File: src/rtl/banco_registradores_param.sv
// banco_registradores_param
//   Register file with byte-masked writes, two combinational read ports with
//   write bypass, and a per-register "pending" scoreboard with a registered
//   population count.
//
// Ports
//   clock              : single clock, rising-edge active
//   reset_n            : asynchronous active-low reset
//   endereco_leitura_1 : read address for Rs / pendente_1
//   endereco_leitura_2 : read address for Rt / pendente_2
//   Rs, Rt             : combinational read data (write-bypassed)
//   endereco_escrita   : write address
//   escrever_dados     : write data
//   Reg_Write          : write enable (also clears the pending bit)
//   byte_enable        : per-byte write mask, bit i covers bits [8i+7:8i]
//   reservar           : mark endereco_reserva as pending
//   endereco_reserva   : address to reserve
//   pendente_1/2       : pending status of the two read addresses
//   num_pendentes      : registered count of pending registers
//
// Register 0 is hardwired to zero and can never become pending.
module banco_registradores_param #(
  parameter int LARGURA  = 32,
  parameter int NUM_REGS = 32,
  localparam int ADDR_W  = $clog2(NUM_REGS),
  localparam int NB      = LARGURA / 8
) (
  input  logic                clock,
  input  logic                reset_n,
  input  logic [ADDR_W-1:0]   endereco_leitura_1,
  input  logic [ADDR_W-1:0]   endereco_leitura_2,
  output logic [LARGURA-1:0]  Rs,
  output logic [LARGURA-1:0]  Rt,
  input  logic [ADDR_W-1:0]   endereco_escrita,
  input  logic [LARGURA-1:0]  escrever_dados,
  input  logic                Reg_Write,
  input  logic [NB-1:0]       byte_enable,
  input  logic                reservar,
  input  logic [ADDR_W-1:0]   endereco_reserva,
  output logic                pendente_1,
  output logic                pendente_2,
  output logic [ADDR_W:0]     num_pendentes
);

  logic [LARGURA-1:0] regs_q [NUM_REGS];
  logic [NUM_REGS-1:0] pend_q, pend_d;
  logic [ADDR_W:0]     num_q, num_d;
  logic [LARGURA-1:0]  wr_merged;
  logic                wr_en;

  assign wr_en = Reg_Write && (endereco_escrita != '0);

  // Stored value of the write target with the enabled bytes replaced; used
  // both for the register update and for the read bypass.
  always_comb begin
    wr_merged = regs_q[endereco_escrita];
    for (int b = 0; b < NB; b++) begin
      if (byte_enable[b]) wr_merged[8*b +: 8] = escrever_dados[8*b +: 8];
    end
  end

  // Clear on write first, then set on reserve, so a same-cycle reserve wins.
  always_comb begin
    pend_d = pend_q;
    if (wr_en) pend_d[endereco_escrita] = 1'b0;
    if (reservar && (endereco_reserva != '0)) pend_d[endereco_reserva] = 1'b1;
    num_d = '0;
    for (int i = 1; i < NUM_REGS; i++) begin
      num_d = num_d + {{ADDR_W{1'b0}}, pend_d[i]};
    end
  end

  always_ff @(posedge clock or negedge reset_n) begin
    if (!reset_n) begin
      for (int i = 0; i < NUM_REGS; i++) regs_q[i] <= '0;
      pend_q <= '0;
      num_q  <= '0;
    end else begin
      if (wr_en) regs_q[endereco_escrita] <= wr_merged;
      pend_q <= pend_d;
      num_q  <= num_d;
    end
  end

  // Read port 1. Outputs are forced to zero during reset so that bypass data
  // cannot leak out while the array is being cleared.
  always_comb begin
    Rs         = '0;
    pendente_1 = 1'b0;
    if (reset_n && (endereco_leitura_1 != '0)) begin
      if (wr_en && (endereco_escrita == endereco_leitura_1)) begin
        Rs = wr_merged;
      end else begin
        Rs         = regs_q[endereco_leitura_1];
        pendente_1 = pend_q[endereco_leitura_1];
      end
    end
  end

  // Read port 2, identical to port 1.
  always_comb begin
    Rt         = '0;
    pendente_2 = 1'b0;
    if (reset_n && (endereco_leitura_2 != '0)) begin
      if (wr_en && (endereco_escrita == endereco_leitura_2)) begin
        Rt = wr_merged;
      end else begin
        Rt         = regs_q[endereco_leitura_2];
        pendente_2 = pend_q[endereco_leitura_2];
      end
    end
  end

  assign num_pendentes = num_q;

endmodule

File: config.mk
export PLATFORM = sky130hd
export DESIGN_NAME = banco_registradores_param
export DESIGN_NICKNAME = d
export VERILOG_FILES = /design/src/rtl/banco_registradores_param.sv
export SDC_FILE = /design/constraint.sdc
export NUM_CORES = 2
export LEC_CHECK = 0
export CAP_MARGIN = 20
export CORE_MARGIN = 2
export CORE_UTILIZATION = 30
export CTS_CLUSTER_SIZE = 28
export DETAILED_ROUTE_END_ITERATION = 12
export GPL_TIMING_DRIVEN = 0
export PLACE_DENSITY_LB_ADDON = 0.05
export SLEW_MARGIN = 20
export SYNTH_ARGS = -nofsm -noshare
export SYNTH_HDL_FRONTEND = slang
export SYNTH_SLANG_ARGS = --single-unit
File: constraint.sdc
create_clock -name clock -period 15.3 [get_ports clock]
set_input_delay 3.06 -clock clock [delete_from_list [all_inputs] [get_ports clock]]
set_output_delay 3.06 -clock clock [all_outputs]
set_load 0.02 [all_outputs]
==> results by group <==
Yosys
  – Syn. warnings: 0
  – Mapped cell area: 63,750 µm²
  – Fraction of registers with async set/reset: 100.0%
  – Area share of the largest cell type after synthesis: 41.69%
  – Synth area leaders: dfrtp_1 42%, mux4_2 19%, mux2i_1 8.6%
  – Synth area leader: dfrtp_1
  – #FFs+latches synth: 1,062
  – Netlist cell types: 71
  – Synth Instances: 6,008
  – Most used DFF post-synth: dfrtp_1
  – Avg Cell Area, Syn: 10.61 µm²
  – Sequential share of the synthesized area: 41.69%
  – EDFF count, synth: 0
  – Net Count, Synth: 6,098

Floorplan
  – Starting Density: 30.12%
  – Ports: 132
  – Die area: 216,200 µm²
  – Core Box Area: 211,700 µm²
  – Chip height: 465.0 µm
  – Die Wd: 465.0 µm
  – Row cnt: 169

Route
  – TritonRoute pass-1 iters: 6
  – Vias per inst: 6.745
  – Detail Route Antenna Nets: 1
  – Drc violations: 0
  – Via Count: 62,833
  – 1st-iter DRT viols: 10,997
  – WL per Instance: 54.11 µm
  – Routed wire length: 504,100 µm

Place
  – Final GP Congestion: 1.087
  – Dpl hpwl: 380,400 µm
  – I/O Buffers: 122
  – Placed Area: 70,170 µm²

Clock network
  – TritonCTS clock tree: yes
  – CTS Buffer Depth: 3
  – Buffers inserted by post-CTS timing repair: 0
  – # resized after CTS: 0
  – Clock sinks: 1,062
  – CTS buffer count: 142
  – Hold-fix buffers at CTS: 0
  – Root Driver: clkbuf_16
  – # H-tree levels: 4
  – CTS clock-pin slew for the worst setup and hold paths: 60 ps
  – Worst skew pair latency: 850 ps

STA
  – FMAX: 80.10 MHz
  – Period utilization: 81.59%
  – Final Hold Vio Count: 0
  – Actual slew at the worst max-slew pin: 1490 ps
  – Final Critical Period: 12,480 ps
  – RSZ-0062 raised after global routing: false
  – Setup TNS: 0 ps
  – Pins Over Slew Limit: 1
  – Max transition margin: -0.01940%
  – Hold Slack: 496.1 ps
  – Worst Skew: 34.96 ps
  – Final Setup Violations: 0

Setup path
  – WP data required: 12,240 ps
  – Endpoint class of the critical path: output port
  – CP Class: input port to output port
  – Worst Path Max Fanout: 10
  – Critical path launch point type: input port
  – Worst Path Arrival: 9420 ps

Power
  – Pwr Density: 152.1 nW/µm²
  – Net Sw Frac: 39.70%
  – Comb power frac: 33.3%
  – Flop pwr share: 35.2%
  – Internal power: 6.890 mW
  – Overall Power: 11.43 mW
  – P_leak: 31.76 nW
  – Peak VDD IR: 0.4784 mV
  – Switch Pwr: 4.537 mW
  – Clock power frac: 31.4%

Finish
  – Layout area overhead: 17.87%
  – Commonest cells after routing, fill and taps aside: 1,134 x nand2_1, 1,062 x dfrtp_1, 987 x o21ai_0
  – Layout Nets: 6,431
  – Layout cells sized above 1: 19.76%
  – Fill count: 21,409
  – Final instance area: 75,140 µm²
  – Most common cell after layout, fill and taps aside: nand2_1

Outcome
  – Outcome: finished with violations
  – Failing checks: antenna rules, capacitance limit, slew limit

Global routing
  – Total grt overflow: 0
  – Initial antenna violation count: 56
  – Vias in the first global route: 57,080
  – Largest net degree at the start of global routing: 125
  – All-Layer GR Usage: 45.65%
  – Global-route wire length before repair: 633,300 µm

Min path
  – Worst Hold Class: register to register

Run
  – Max Cap Violations: 1
layer usage:
layer	global-route usage, %	vias to the layer above	routed length [µm]
met1	57.69	33278	195100
met5	0	-	119
met4	28.98	18	37280
li1	-	23069	-
met3	22.75	1156	72660
met2	61.19	5312	198900
final timing paths:
check / from / end / slack, ps / cells after the start
worst max-delay path: endereco_escrita[2] / Rs[11] / 2820 / 12
worst min-delay path: pend_q[0]$_DFF_PN0_ / pend_q[0]$_DFF_PN0_ / 500 / 1
worst max register to register: pend_q[18]$_DFF_PN0_ / num_pendentes[4]$_DFF_PN0_ / 9880 / 15
worst min register to register: pend_q[0]$_DFF_PN0_ / pend_q[0]$_DFF_PN0_ / 500 / 1
max in group asynchronous: reset_n / regs_q[261]$_DFFE_PN0P_ / 11030 / 4
min in group asynchronous: reset_n / regs_q[856]$_DFFE_PN0P_ / 2120 / 1
critical path, cell delays in order:
cell             delay (ps)
clkdlybuf4s50_1         660
buf_2                   310
buf_6                   230
nand2_1                 610
nor2_1                 1060
buf_2                   610
o21ai_0                 350
nand4_1                 250
o21ai_2                 190
clkbuf_1                450
o21ai_0                 850
clkdlybuf4s50_1         760
synth_stat cells, drive strengths merged, types with 29 or more instances:
library cell	number
nand3	89
nand2	1134
mux4	534
o21ai	1092
clkbuf	375
o22ai	117
nor2	51
a22oi	263
nand4	29
buf	290
mux2i	548
a22o	47
inv	51
dfrtp	1062
o221ai	30
a21oi	74
metrics by stage:
stage | setup slack (ps) | instances | utilization [%]
global route | 3303 | 9276 | 35.45
CTS | 3232 | 9271 | 35.42
global placement | -44130 | 8951 | 32.36
floorplan | 6198 | 6008 | -
finish | 2816 | 9315 | 35.50
detailed placement | 3251 | 9016 | 33.15
cell type report:
type	instances	area (µm²)	share of cell area (%)
diodes	42	105.1	0.1399
inverters	53	198.9	0.2648
clock inverters	43	545.5	0.7260
multi-input cells	4228	33960	45.19
clock buffers	212	4269	5.681
flip-flops and latches	1062	26580	35.37
well taps	2821	3530	4.697
repair buffers	189	2724	3.625
plain buffers	665	3238	4.309
sequential cells by signal, indices dropped and copies added (netlist names):
| signal | cells |
|---|---|
| pend_q | 32 |
| regs_q | 1024 |
| num_pendentes | 6 |
logic make-up after synthesis:
group           Yosys count  share of synthesized area, %
compound gates         1704                         15.55
simple gates           1394                         8.982
buf+inv                 718                         5.184
fa+ha+maj                30                        0.8597
xor+xnor                 13                        0.1786
mux                    1087                         27.56
flops                  1062                         41.69
power by group through the flow:
| stage | Sequential, mW | Combinational [mW] | Clock, mW |
|---|---|---|---|
| 5_1_grt | 4.07 | 4.00 | 3.70 |
| 3_3_place_gp | 4.01 | 3.57 | 0 |
| 4_1_cts | 3.97 | 3.65 | 3.59 |
| 2_1_floorplan | 3.77 | 2.17 | 0 |
| 6_report | 4.03 | 3.81 | 3.59 |
| 3_5_place_dp | 4.02 | 3.64 | 0 |
No activity file was read; power rests on OpenSTA's default activity.
